===== config.mk =====
export PLATFORM = sky130hd
export DESIGN_NAME = spm_seq_ctrl_flat
export DESIGN_NICKNAME = d
export VERILOG_FILES = /design/src/rtl/spm_pkg.sv /design/src/rtl/spm_seq_ctrl_if.sv /design/src/rtl/spm_deser.sv /design/src/rtl/spm_seq_ctrl.sv /design/src/flat_wrapper.sv
export SDC_FILE = /design/constraint.sdc
export NUM_CORES = 1
export LEC_CHECK = 0
export CAP_MARGIN = 25
export CORE_UTILIZATION = 45
export DETAILED_ROUTE_END_ITERATION = 7
export GPL_TIMING_DRIVEN = 0
export PLACE_DENSITY_LB_ADDON = 0.15
export SYNTH_ARGS = -nofsm -noshare
export SYNTH_HDL_FRONTEND = slang
export SYNTH_SLANG_ARGS = --single-unit

===== constraint.sdc =====
create_clock -name clk -period 1.7 [get_ports clk]
set_input_delay 0.34 -clock clk [delete_from_list [all_inputs] [get_ports clk]]
set_output_delay 0.34 -clock clk [all_outputs]
set_load 0.005 [all_outputs]

===== src/rtl/spm_pkg.sv =====
// Shared types and defaults for the serial-parallel multiplier sequencer.
package spm_pkg;

  localparam int unsigned XW_DEF    = 8;
  localparam int unsigned YW_DEF    = 8;
  localparam int unsigned P_LAT_DEF = 1;

  typedef enum logic [1:0] {
    StIdle,
    StClear,
    StRun,
    StDone
  } spm_state_e;

  // RUN length: every product bit plus the spm output register depth.
  function automatic int unsigned run_len(input int unsigned xw, input int unsigned yw,
                                          input int unsigned p_lat);
    return xw + yw + p_lat;
  endfunction

endpackage


===== src/rtl/spm_seq_ctrl_if.sv =====
// Operand and product valid/ready handshakes of the spm sequencer.
interface spm_seq_ctrl_if #(
  parameter int unsigned XW = 8,
  parameter int unsigned YW = 8
);

  logic             in_valid;
  logic             in_ready;
  logic [XW-1:0]    in_x;
  logic [YW-1:0]    in_y;
  logic             out_valid;
  logic             out_ready;
  logic [XW+YW-1:0] out_p;

  modport master (
    output in_valid, in_x, in_y, out_ready,
    input  in_ready, out_valid, out_p
  );

  modport slave (
    input  in_valid, in_x, in_y, out_ready,
    output in_ready, out_valid, out_p
  );

endinterface


===== src/rtl/spm_deser.sv =====
// Serial-to-parallel product register: new bit enters at the MSB, shifts toward bit 0.
module spm_deser #(
  parameter int unsigned W = 16
) (
  input  logic         clk,
  input  logic         rst,
  input  logic         i_clr,
  input  logic         i_en,
  input  logic         i_bit,
  output logic [W-1:0] o_data
);

  logic [W-1:0] r_data;

  always_ff @(posedge clk or negedge rst) begin
    if (!rst) begin
      r_data <= '0;
    end else if (i_clr) begin
      r_data <= '0;
    end else if (i_en) begin
      r_data <= {i_bit, r_data[W-1:1]};
    end
  end

  assign o_data = r_data;

endmodule


===== src/rtl/spm_seq_ctrl.sv =====
// Sequencer for the spm array: loads x, clears the array, streams y LSB-first,
// and deserialises the product for a valid/ready result handshake.
module spm_seq_ctrl
  import spm_pkg::*;
#(
  parameter int unsigned XW    = XW_DEF,
  parameter int unsigned YW    = YW_DEF,
  parameter int unsigned P_LAT = P_LAT_DEF
) (
  input  logic          clk,
  input  logic          rst,
  spm_seq_ctrl_if.slave bus,
  output logic          busy,
  output logic          spm_clr,
  output logic [XW-1:0] spm_x,
  output logic          spm_y,
  input  logic          spm_p
);

  localparam int unsigned RunLen = run_len(XW, YW, P_LAT);
  localparam int unsigned CntW   = $clog2(RunLen + 1);
  localparam int unsigned PW     = XW + YW;

  spm_state_e    r_state, w_state_nxt;
  logic [CntW-1:0] r_cnt;
  logic [XW-1:0] r_x;
  logic [YW-1:0] r_y;
  logic [PW-1:0] w_p;

  logic w_in_ready, w_out_valid, w_busy, w_clr, w_y, w_cap_en, w_accept;

  assign w_accept = (r_state == StIdle) && bus.in_valid;

  always_comb begin
    w_state_nxt = r_state;
    w_in_ready  = 1'b0;
    w_out_valid = 1'b0;
    w_busy      = 1'b1;
    w_clr       = 1'b0;
    w_y         = 1'b0;
    w_cap_en    = 1'b0;
    unique case (r_state)
      StIdle: begin
        w_in_ready = 1'b1;
        w_busy     = 1'b0;
        if (bus.in_valid) w_state_nxt = StClear;
      end
      StClear: begin
        w_clr       = 1'b1;
        w_state_nxt = StRun;
      end
      StRun: begin
        w_y      = r_y[0];
        // The first P_LAT cycles only fill the spm output pipeline.
        w_cap_en = (r_cnt >= CntW'(P_LAT));
        if (r_cnt == CntW'(RunLen - 1)) w_state_nxt = StDone;
      end
      StDone: begin
        w_out_valid = 1'b1;
        if (bus.out_ready) w_state_nxt = StIdle;
      end
      default: w_state_nxt = StIdle;
    endcase
  end

  always_ff @(posedge clk or negedge rst) begin
    if (!rst) begin
      r_state <= StIdle;
      r_cnt   <= '0;
      r_x     <= '0;
      r_y     <= '0;
    end else begin
      r_state <= w_state_nxt;
      if (w_accept) begin
        r_x   <= bus.in_x;
        r_y   <= bus.in_y;
        r_cnt <= '0;
      end else if (r_state == StRun) begin
        r_y   <= r_y >> 1;
        r_cnt <= r_cnt + CntW'(1);
      end
    end
  end

  spm_deser #(
    .W(PW)
  ) u_deser (
    .clk   (clk),
    .rst   (rst),
    .i_clr (w_accept),
    .i_en  (w_cap_en),
    .i_bit (spm_p),
    .o_data(w_p)
  );

  assign bus.in_ready  = w_in_ready;
  assign bus.out_valid = w_out_valid;
  assign bus.out_p     = w_p;
  assign busy          = w_busy;
  assign spm_clr       = w_clr;
  assign spm_y         = w_y;
  // x stays on the bus between operations so the array never sees a glitch.
  assign spm_x         = r_x;

endmodule

===== src/flat_wrapper.sv =====
// flat-port wrapper written by rule: the top's interface ports become plain ports
module spm_seq_ctrl_flat import spm_pkg::*;
#(
  parameter int unsigned XW    = XW_DEF,
  parameter int unsigned YW    = YW_DEF,
  parameter int unsigned P_LAT = P_LAT_DEF
)
  (clk, rst, busy, spm_clr, spm_x, spm_y, spm_p, bus_in_valid, bus_in_x, bus_in_y, bus_out_ready, bus_in_ready, bus_out_valid, bus_out_p);
  spm_seq_ctrl_if #(.XW(XW), .YW(YW)) bus_i ();
  input  logic clk;
  input  logic rst;
  output logic busy;
  output logic spm_clr;
  output logic [XW-1:0] spm_x;
  output logic spm_y;
  input  logic spm_p;
  input wire logic [$bits(bus_i.in_valid)-1:0] bus_in_valid;
  input wire logic [$bits(bus_i.in_x)-1:0] bus_in_x;
  input wire logic [$bits(bus_i.in_y)-1:0] bus_in_y;
  input wire logic [$bits(bus_i.out_ready)-1:0] bus_out_ready;
  output wire logic [$bits(bus_i.in_ready)-1:0] bus_in_ready;
  output wire logic [$bits(bus_i.out_valid)-1:0] bus_out_valid;
  output wire logic [$bits(bus_i.out_p)-1:0] bus_out_p;
  assign bus_i.in_valid = bus_in_valid;
  assign bus_i.in_x = bus_in_x;
  assign bus_i.in_y = bus_in_y;
  assign bus_i.out_ready = bus_out_ready;
  assign bus_in_ready = bus_i.in_ready;
  assign bus_out_valid = bus_i.out_valid;
  assign bus_out_p = bus_i.out_p;
  spm_seq_ctrl #(.XW(XW), .YW(YW), .P_LAT(P_LAT)) u_core (.clk(clk), .rst(rst), .bus(bus_i), .busy(busy), .spm_clr(spm_clr), .spm_x(spm_x), .spm_y(spm_y), .spm_p(spm_p));
endmodule

==> results of run 1 <==
-- placed cells by master (no fill, tap or decap), drive strengths merged, types with 2 or more instances in the layout --
cell / count
buf: 23
nor2: 6
clkdlybuf4s15: 2
dfrtp: 39
a21oi: 32
inv: 7
o21ai: 7
and2: 18
nand4: 2
clkdlybuf4s50: 43
mux2i: 24
xor2: 3
nand2: 35
dlygate4sd2: 2
and2b: 9
clkbuf: 20
nor2b: 7
ha: 8
nor3b: 16
-- worst max-delay path: stages, from the launching register on --
cell and delay [ns]:
dfrtp_2 0.44, buf_6 0.13, ha_4 0.17, buf_8 0.12, and2_4 0.12, clkbuf_2 0.10
-- kinds of logic (layout without fill, tap and decap cells) --
family,after synthesis,count (layout)
AO/OA/AOI/OAI,42,42
XOR/XNOR,4,4
adder cells (fa/ha/maj),8,8
buffers and inverters,24,98
flip-flops,39,39
multiplexers,25,25
AND/OR/NAND/NOR,97,97
-- area by class of cell --
| type | count | area [sq um] |
|---|---|---|
| Inverter | 7 | 26.3 |
| Multi-Input combinational cell | 176 | 1220 |
| Clock buffer | 8 | 100 |
| Fill cell | 405 | 1630 |
| Tap cell | 67 | 83.8 |
| Timing Repair Buffer | 68 | 662 |
| Buffer | 15 | 150 |
| Sequential cell | 39 | 980 |
-- synth_stat cells --
cell,instances,area share (%)
dfrtp_1,39,42
nand2_1,35,5.6
a21oi_1,31,6.6
mux2i_1,24,10
nor3b_1,16,5.1
and2_1,9,2.4
and2_2,9,2.9
and2b_2,8,3.0
ha_1,8,4.3
clkbuf_8,7,4.1
inv_1,7,1.1
nor2b_1,7,1.9
o21ai_0,7,1.5
clkbuf_1,6,0.96
nor2_1,6,0.96
buf_2,3,0.64
xor2_1,3,1.1
nand4_1,2,0.54
a21oi_2,1,0.37
a222oi_1,1,0.43
a22oi_1,1,0.32
a2bb2oi_1,1,0.37
and2b_1,1,0.32
buf_6,1,0.48
mux2_2,1,0.48
nand3b_1,1,0.32
nand4bb_1,1,0.48
nor4_4,1,0.91
or2_2,1,0.27
xnor2_1,1,0.37
-- worst paths after layout --
kind	startpoint	endpoint	slack, ns	depth (start not counted)
max	u_core.r_state[1]	spm_y	-0.008	5
min	u_core.spm_x[7]	u_core.spm_x[7]	0.47	2
max reg2reg	u_core.r_state[1]	u_core.r_state[1]	0	5
min reg2reg	u_core.spm_x[7]	u_core.spm_x[7]	0.47	2
max in group asynchronous	rst	u_core.r_cnt[1]	0.94	3
min in group asynchronous	rst	u_core.spm_x[7]	0.53	3
-- layer usage --
layer	part of all wire (%)	routed length (um)	vias to the layer above
met1	47	2380	894
li1	-	-	945
met5	0	0	-
met4	1.2	61	0
met2	48	2430	51
met3	4.4	226	9
-- power groups by stage --
stage / clock network [mW] / logic, mW / registers, mW
5_1_grt: 0.755 / 3.67 / 1.64
2_1_floorplan: 0 / 1.87 / 1.57
3_5_place_dp: 0 / 2.85 / 1.60
6_report: 0.691 / 3.35 / 1.59
4_1_cts: 0.708 / 3.14 / 1.60
3_3_place_gp: 0 / 2.80 / 1.60
-- state kept, by name, indices dropped and copies added, names as in the netlist --
| register | count |
|---|---|
| u_core.r_y | 8 |
| u_core.u_deser.o_data | 16 |
| u_core.r_cnt | 5 |
| u_core.r_state | 2 |
| u_core.spm_x | 8 |
-- per-stage QoR --
stage	TNS, ns	area, sq um	setup slack, ns	hold slack (ns)
after global routing	-0.162	3220	-0.0593	0.513
after CTS	-0.176	3140	-0.132	0.00612
after detailed placement	-3.62	2930	-0.570	0.326
after floorplan	0	2340	0.00792	0.0444
after global placement	-31.32	2910	-0.728	0.457
final	-0.0109	3220	-0.00827	0.474
-- what timing repair did --
action | 4_1_cts | 5_1_grt
endpoints found under the hold margin | 0 | 3
setup buffers | 9 | 7
hold buffers | 0 | 1
gates cloned | 1 | 0
setup endpoints to repair | 36 | 35
resized for setup | 20 | 18
pin swaps | 2 | 3
==> results.sh, run 1 <==
export IMPL_status="finished, violations left"
export IMPL_failed_checks="negative setup slack"
export IMPL_die_h_um=74.1
export IMPL_ctsLongestPathBuffers=2
export IMPL_hp_class="register to register"
export IMPL_synth_fp_nets=268
export IMPL_crit_path_end_kind="output pin"
export IMPL_antenna_left=0
export IMPL_numCtsBuffers=5
export IMPL_row_count=25
export IMPL_period_share_pct=100
export IMPL_yosys_area_share_simple_pct=24.7
export IMPL_portBuffers=49
export IMPL_layout_drive_gt1_share_pct=22.4
export IMPL_clkPwrFrac_pct=12.3
export IMPL_grt_max_degree=40
export IMPL_nNetsFinal=341
export IMPL_ys_ff_latch=39
export IMPL_dr_first_iter_drc_count=72
export IMPL_cp_max_fo=4
export IMPL_placed_cells=356
export IMPL_via_count=1899
export IMPL_met2_usage_pct=32.9
export IMPL_cts_sinks=39
export IMPL_use_met1_pct=25.5
export IMPL_grt_pass1_wl_um=8110
export IMPL_ys_seq_area_share_pct=41.8
export IMPL_synth_xor_area_share_pct=1.50
export IMPL_slew_violations=0
export IMPL_ys_warn_count=0
export IMPL_synth_top_family_by_area="simple AND/OR/NAND/NOR gates"
export IMPL_start_kind="register"
export IMPL_wirelength_um=5100
export IMPL_gr_usage_all_layers_pct=19.8
export IMPL_arrival_ns=1.37
export IMPL_top_usage_layer="met2"
export IMPL_gp_congestion=0.777
export IMPL_avgSynthCellArea_sq_um=9.78
export IMPL_max_slew_worst_pin_slew_ns=0.413
export IMPL_muxShareOfSynthArea_pct=10.8
export IMPL_skew_ns=0.00610
export IMPL_synthesis_area_sq_um=2340
export IMPL_cp_required_ns=1.36
export IMPL_finalHoldViolations=0
export IMPL_vias_per_cell=5.00
export IMPL_clk_insertion_delay_late_ns=0.29
export IMPL_overflow=0
export IMPL_power_mw=5.63
export IMPL_cts_htree_levels=2
export IMPL_fin_cells=380
export IMPL_internal_power_mw=3.58
export IMPL_antenna_found_initial=0
export IMPL_synthAdderAreaFrac_pct=4.28
export IMPL_drc=0
export IMPL_start_util_pct=48.2
export IMPL_switching_share_pct=36.5
export IMPL_finalSetupViolations=2
export IMPL_clk_pin_slew_ns=0.08
export IMPL_seqPwrFrac_pct=28.2
export IMPL_worstSetupPathType="register to output pin"
export IMPL_synthToLayoutAreaGrowth_pct=37.8
export IMPL_cts_tree="yes"
export IMPL_vdd_drop_max_mv=0.761
export IMPL_grt_setup_unrepaired="true"
export IMPL_ys_types=30
export IMPL_leakage_nw=1.46
export IMPL_avgRoutedWirePerCell_um=13.4
export IMPL_p_per_area_nw_per_um2=1750
export IMPL_min_period_ns=1.71
export IMPL_core_area_sq_um=4850
export IMPL_p_switching_mw=2.05
export IMPL_fmax_ghz=0.585
export IMPL_diodes=0
export IMPL_relSlewSlack_pct=72.5
export IMPL_synth_compound_area_share_pct=9.64
export IMPL_die_x_um=74.1
export IMPL_dieArea_sq_um=5490
export IMPL_syn_inst=239
export IMPL_grt_pass1_vias=1738
export IMPL_root_buffer="clkbuf_8"
export IMPL_first_pass_iters=4
export IMPL_dpl_hpwl_um=3190
export IMPL_worst_slack_ns=-0.00827
export IMPL_combPwrFrac_pct=59.5
export IMPL_maxCapViolCount=0
export IMPL_postLayoutCoreUtil_pct=66.5
export IMPL_use_met3_pct=4.74
export IMPL_ios=50
(Power assumes the default switching activity.)
==> run 2, diff against run 1 <==
--- a/config.mk
+++ b/config.mk
@@ -5,8 +5,9 @@
 export SDC_FILE = /design/constraint.sdc
 export NUM_CORES = 1
 export LEC_CHECK = 0
+export ABC_AREA = 1
 export CAP_MARGIN = 25
-export CORE_UTILIZATION = 45
+export CORE_UTILIZATION = 44
 export DETAILED_ROUTE_END_ITERATION = 7
 export GPL_TIMING_DRIVEN = 0
 export PLACE_DENSITY_LB_ADDON = 0.15
==> run 2 against run 1 <==
Effect of this change: the flow now finishes without violations; global-route usage rose by 0.58 points; design area fell by 17%; synthesized cell count rose by 1.7%; synthesized area fell by 18%; clock skew fell by 0.0021 ns; worst setup slack improved by 0.046 ns; power fell by 14%; first-iteration DRC count rose by 13%; combinational power fell by 25%; worst hold slack got worse by 0.32 ns; critical path depth rose by 1.
==> results.sh, run 2 <==
export IMPL_status="complete, no violations"
export IMPL_crit_chain="buf_6 > ha_4 > buf_6 > nand2_1 > inv_1 > buf_2"
export IMPL_detailroute_wirelength_met2_um=1960
export IMPL_largest_reg_flops=16
export IMPL_synth_top_area_cell="dfrtp_1"
export IMPL_cts_tree="yes"
export IMPL_route_met3_wl_um=241
export IMPL_met1Wirelength_um=1940
export IMPL_placed_cells=342
export IMPL_cp_slowest_stage_delay_ns=0.43
export IMPL_skew_ns=0.00402
export IMPL_syn_inst=243
export IMPL_die_h_um=68.2
export IMPL_dr_first_iter_drc_count=81
export IMPL_arrival_ns=1.32
export IMPL_ys_warn_count=0
export IMPL_top_layer="met4"
export IMPL_layout_drive_gt1_share_pct=13.1
export IMPL_synthToLayoutAreaGrowth_pct=39.1
export IMPL_hp_class="primary input to asynchronous set/reset pin"
export IMPL_internal_power_mw=2.98
export IMPL_post_place_ws_ns=-0.130
export IMPL_p_per_area_nw_per_um2=1800
export IMPL_final_common_cell="nand2_1"
export IMPL_vias_per_cell=4.82
export IMPL_clk_pin_slew_ns=0.08
export IMPL_clk_insertion_delay_late_ns=0.29
export IMPL_period_share_pct=97.8
export IMPL_relSlewSlack_pct=41.4
export IMPL_ys_seq_area_share_pct=50.6
export IMPL_seqPwrFrac_pct=32.5
export IMPL_fin_cells=356
export IMPL_p_switching_mw=1.85
export IMPL_nNetsFinal=335
export IMPL_cp_max_fo=4
export IMPL_synthArstFlopShare_pct=100
export IMPL_ys_ff_latch=39
export IMPL_avgRoutedWirePerCell_um=11.8
export IMPL_netlist_top_cells_count="nand2_1, dfrtp_1, inv_1, nand3_1, nor2_1"
export IMPL_clkPwrFrac_pct=15.6
export IMPL_dpl_hpwl_um=2690
export IMPL_start_util_pct=46.9
export IMPL_crit_slowest_cell="dfrtp_1"
export IMPL_crit_buf_inv=4
export IMPL_gp_congestion=0.746
export IMPL_grt_pass1_vias=1571
export IMPL_grt_setup_unrepaired="true"
export IMPL_drc=0
export IMPL_root_buffer="clkbuf_8"
export IMPL_combPwrFrac_pct=51.8
export IMPL_final_cell_mix="nand2_1, clkdlybuf4s50_1, dfrtp_1, inv_1"
export IMPL_numCtsBuffers=5
export IMPL_crit_path_end_kind="output pin"
export IMPL_cts_sinks=39
export IMPL_row_count=23
export IMPL_leakage_nw=1.35
export IMPL_core_area_sq_um=4120
export IMPL_synth_fp_nets=272
export IMPL_start_kind="register"
export IMPL_first_pass_iters=4
export IMPL_diodes=0
export IMPL_slew_violations=0
export IMPL_synth_top_area_share_pct=50.6
export IMPL_postLayoutCoreUtil_pct=65.2
export IMPL_portBuffers=49
export IMPL_die_x_um=68.2
export IMPL_overflow=0
export IMPL_critPathTopFamily="flip-flops"
export IMPL_wirelength_um=4200
export IMPL_avgSynthCellArea_sq_um=7.93
export IMPL_worst_slack_ns=0.0375
export IMPL_synthesis_area_sq_um=1930
export IMPL_maxCapViolCount=0
export IMPL_synth_flop_cell="dfrtp_1"
export IMPL_synth_most_common_cell="nand2_1"
export IMPL_finalSetupViolations=0
export IMPL_power_mw=4.83
export IMPL_vdd_drop_max_mv=0.844
export IMPL_cp_required_ns=1.36
export IMPL_grt_max_degree=40
export IMPL_via_count=1715
export IMPL_ctsLongestPathBuffers=2
export IMPL_antenna_found_initial=0
export IMPL_grt_pass1_wl_um=6960
export IMPL_min_period_ns=1.66
export IMPL_switching_share_pct=38.3
export IMPL_crit_path_frequent_cell="buf_6"
export IMPL_synthTopCellsByArea="dfrtp_1, nand2_1, inv_1, nand3_1, ha_1"
export IMPL_gr_usage_all_layers_pct=20.4
export IMPL_antenna_left=0
export IMPL_worstSetupPathType="register to output pin"
export IMPL_ys_types=18
export IMPL_dieArea_sq_um=4650
export IMPL_cts_htree_levels=2
export IMPL_ios=50
export IMPL_fmax_ghz=0.602
export IMPL_finalHoldViolations=0
export IMPL_synth_edf_count=0
export IMPL_max_slew_worst_pin_slew_ns=0.879
## run 2: cell count changes after synthesis, sizes merged, moves of 13 or more
cell and delta:
nor3b -15, clkbuf -13, inv +27, nand2 +42, and2 -18, mux2i -24
a21oi -25, nand3 +24, nor2 +19
## run 2: area by class of cell
class	count	area [sq um]
multi-input combinational	161	803
clock inverter	2	37.5
clock buffer	5	68.8
timing repair buffer	56	532
fill	372	1430
inverter	34	134
sequential	39	976
tap	50	62.6
buffer	9	67.6
## run 2: metal layers
| layer | GRT usage (%) | up-vias |
|---|---|---|
| met3 | 6.17 | 8 |
| met2 | 32.5 | 42 |
| met4 | 8.33 | 0 |
| li1 | - | 869 |
| met1 | 25.6 | 796 |
| met5 | 0 | - |
## run 2: stage by stage
stage	instance area, sq um	setup TNS (ns)	hold slack [ns]
after global routing	2680	-0.0316	0.238
after detailed placement	2480	-0.468	0.460
after global placement	2480	-27.95	0.455
after floorplan	1930	0	0.0444
final	2680	0	0.153
after CTS	2660	0	0.199
## run 2: cell families (layout without fill, tap and decap cells)
| logic type | count (synthesis) | count (layout) | synth area share [%] |
|---|---|---|---|
| AOI/OAI and AO/OA | 25 | 25 | 7.07 |
| and+or+nand+nor | 128 | 128 | 27.6 |
| buffers and inverters | 43 | 106 | 9.54 |
| DFF | 39 | 39 | 50.6 |
| adders and majority gates | 8 | 8 | 5.19 |
## run 2: path summary, 6_finish.rpt
kind | start | to | slack (ns) | cells past startpoint
setup / recovery | u_core.r_state[1] | spm_y | 0.04 | 6
hold / removal | rst | u_core.r_state[0] | 0.15 | 1
setup reg to reg | u_core.r_state[1] | u_core.u_deser.o_data[6] | 0.12 | 10
hold reg to reg | u_core.u_deser.o_data[0] | u_core.u_deser.o_data[0] | 0.47 | 2
max in group asynchronous | rst | u_core.u_deser.o_data[8] | 0.98 | 1
min in group clk | u_core.u_deser.o_data[0] | u_core.u_deser.o_data[0] | 0.47 | 2
## run 2: repair_timing
item / 4_1_cts / 5_1_grt
hold buffers: 0 / 0
resized for setup: 18 / 9
pin swaps: 2 / 0
buffers inserted: 6 / 1
gates cloned: 0 / 0
setup endpoints to repair: 5 / 22
## run 2: power groups by stage
stage / combinational, mW / clock [mW] / sequential, mW
floorplan: 1.31 / 0 / 1.58
global placement: 2.21 / 0 / 1.59
detailed placement: 2.25 / 0 / 1.59
CTS: 2.42 / 0.775 / 1.57
global route: 2.82 / 0.812 / 1.62
finish: 2.50 / 0.755 / 1.57
## run 2: worst reg2reg max path, delay by kind of cell (launching register included)
family | cells | cell delay (ns)
adder cells (fa/ha/maj) | 1 | 0.17
buffers and inverters | 4 | 0.46
flip-flops | 1 | 0.42
AND/OR/NAND/NOR | 5 | 0.44
==> run 3, diff against run 2 <==
--- a/config.mk
+++ b/config.mk
@@ -6,9 +6,11 @@
 export NUM_CORES = 1
 export LEC_CHECK = 0
 export ABC_AREA = 1
+export ABC_CLOCK_PERIOD_IN_PS = 1700
 export CAP_MARGIN = 25
-export CORE_UTILIZATION = 44
+export CORE_UTILIZATION = 45
 export DETAILED_ROUTE_END_ITERATION = 7
+export DONT_BUFFER_PORTS = 1
 export GPL_TIMING_DRIVEN = 0
 export PLACE_DENSITY_LB_ADDON = 0.15
 export SYNTH_ARGS = -nofsm -noshare
==> run 3 against run 2 <==
Effect of this change: sequential cell count unchanged; clock-buffer cell count up 1; maximum frequency up 2.2%; largest cell class unchanged; clock power up 5.6%.
==> results.sh, run 3 (same netlist as run 2, synthesis figures left out) <==
export IMPL_internal_power_mw=2.44
export IMPL_clk_insertion_delay_late_ns=0.29
export IMPL_max_slew_worst_pin_slew_ns=0.252
export IMPL_grt_max_degree=40
export IMPL_placed_cells=293
export IMPL_synthToLayoutAreaGrowth_pct=12.5
export IMPL_drc=0
export IMPL_arrival_ns=1.29
export IMPL_cp_max_fo=10
export IMPL_skew_ns=0.00767
export IMPL_clkPwrFrac_pct=19.2
export IMPL_finalHoldViolations=0
export IMPL_clk_pin_slew_ns=0.08
export IMPL_dpl_hpwl_um=2640
export IMPL_worst_slack_ns=0.0735
export IMPL_seqPwrFrac_pct=39.6
export IMPL_final_cell_mix="nand2_1, dfrtp_1, inv_1, nor2_1, nand3_1"
export IMPL_fmax_ghz=0.615
export IMPL_die_h_um=67.5
export IMPL_root_buffer="clkbuf_8"
export IMPL_grt_pass1_vias=1417
export IMPL_p_switching_mw=1.70
export IMPL_gr_usage_all_layers_pct=19.5
export IMPL_tns_ns=0
export IMPL_p_per_area_nw_per_um2=1910
export IMPL_overflow=0
export IMPL_antenna_left=0
export IMPL_cp_endpoint="spm_y"
export IMPL_power_mw=4.14
export IMPL_cp_required_ns=1.36
export IMPL_first_pass_iters=4
export IMPL_worstSetupPathType="register to output pin"
export IMPL_numCtsBuffers=5
export IMPL_start_util_pct=47.5
export IMPL_cts_tree="yes"
export IMPL_grt_setup_unrepaired="false"
export IMPL_maxCapViolCount=0
export IMPL_reg2reg_from="u_core.r_state[1]"
export IMPL_ctsLongestPathBuffers=2
export IMPL_nNetsFinal=281
export IMPL_largest_reg_flops=16
export IMPL_portBuffers=0
export IMPL_hp_class="primary input to register"
export IMPL_finalSetupViolations=0
export IMPL_ios=50
export IMPL_postLayoutCoreUtil_pct=53.5
export IMPL_layout_drive_gt1_share_pct=11.9
export IMPL_core_area_sq_um=4060
export IMPL_slew_violations=0
export IMPL_cts_sinks=39
export IMPL_wirelength_um=3870
export IMPL_gp_congestion=0.755
export IMPL_dr_first_iter_drc_count=60
export IMPL_diodes=0
export IMPL_vdd_drop_max_mv=0.862
export IMPL_fin_cells=303
export IMPL_start_kind="register"
export IMPL_crit_start="u_core.r_state[0]"
export IMPL_avgRoutedWirePerCell_um=12.8
export IMPL_crit_path_end_kind="output pin"
export IMPL_via_count=1499
export IMPL_timing_rr_end="u_core.u_deser.o_data[8]"
export IMPL_reg2reg_setup_slack_ns=0.14
export IMPL_leakage_nw=1.15
export IMPL_min_period_ns=1.63
export IMPL_switching_share_pct=41.1
export IMPL_grt_pass1_wl_um=6500
export IMPL_period_share_pct=95.7
export IMPL_post_place_ws_ns=-0.0297
export IMPL_row_count=23
export IMPL_die_x_um=67.5
export IMPL_cts_setup_buffers=0
export IMPL_dieArea_sq_um=4550
export IMPL_combPwrFrac_pct=41.2
export IMPL_antenna_found_initial=0
export IMPL_worst_r2r_path_depth=9
export IMPL_cts_htree_levels=2
export IMPL_relSlewSlack_pct=83.1
export IMPL_final_common_cell="nand2_1"
export IMPL_vias_per_cell=4.95
export IMPL_status="complete, no violations"
-- run 3: per-layer routing --
metal	GRT usage, %	part of all wire, %	wire length [um]	vias to the layer above
li1	-	-	-	759
met1	25.2	48	1870	698
met2	29.5	44	1720	35
met3	6.42	5.6	216	7
met4	8.78	1.8	70	0
met5	0	0	0	-
-- run 3: worst max-delay path, stage by stage (launching register included) --
cell and delay [ns]:
dfrtp_1 0.42, inv_2 0.12, ha_2 0.21, buf_6 0.14
nand2_1 0.05, inv_1 0.06
-- run 3: power groups by stage --
stage               Clock [mW]  Sequential [mW]  Combinational [mW]
floorplan                    0             1.58                1.31
global placement             0             1.65                1.58
detailed placement           0             1.65                1.62
CTS                      0.820             1.64                1.67
global route             0.859             1.69                2.00
finish                   0.797             1.64                1.71
-- run 3: worst min-delay path by stage --
stage                                    to  cells after the start  slack [ns]   startpoint
after global placement    u_core.r_state[1]                      0        0.05          rst
after CTS                   u_core.spm_x[6]                      2        0.15  bus_in_x[6]
final                       u_core.spm_x[6]                      2        0.16  bus_in_x[6]
after detailed placement  u_core.r_state[1]                      0        0.05          rst
after global routing        u_core.spm_x[6]                      2        0.14  bus_in_x[6]
after floorplan             u_core.r_cnt[0]                      0        0.04          rst
-- run 3: final cells by class --
class	instances	area (sq um)
flip-flops and latches	39	976
fillers	396	1890
inverters	34	128
clock inverters	2	35.0
multi-input cells	161	791
well taps	50	62.6
plain buffers	9	65.1
clock buffers	6	82.6
repair buffers	2	30.0
-- run 3: per-stage QoR --
stage	hold WS, ns	cell area, sq um
2_1_floorplan	0.0444	1930
3_3_place_gp	0.0458	1990
3_5_place_dp	0.0458	1990
4_1_cts	0.150	2150
5_1_grt	0.141	2170
6_report	0.157	2170
-- run 3: timing repair --
action                                 4_1_cts  5_1_grt
hold buffers                                 2        0
setup endpoints to repair                   13       23
pin swaps                                    0        1
cloned                                       0        0
resized for setup                            3        8
endpoints found under the hold margin       39        0
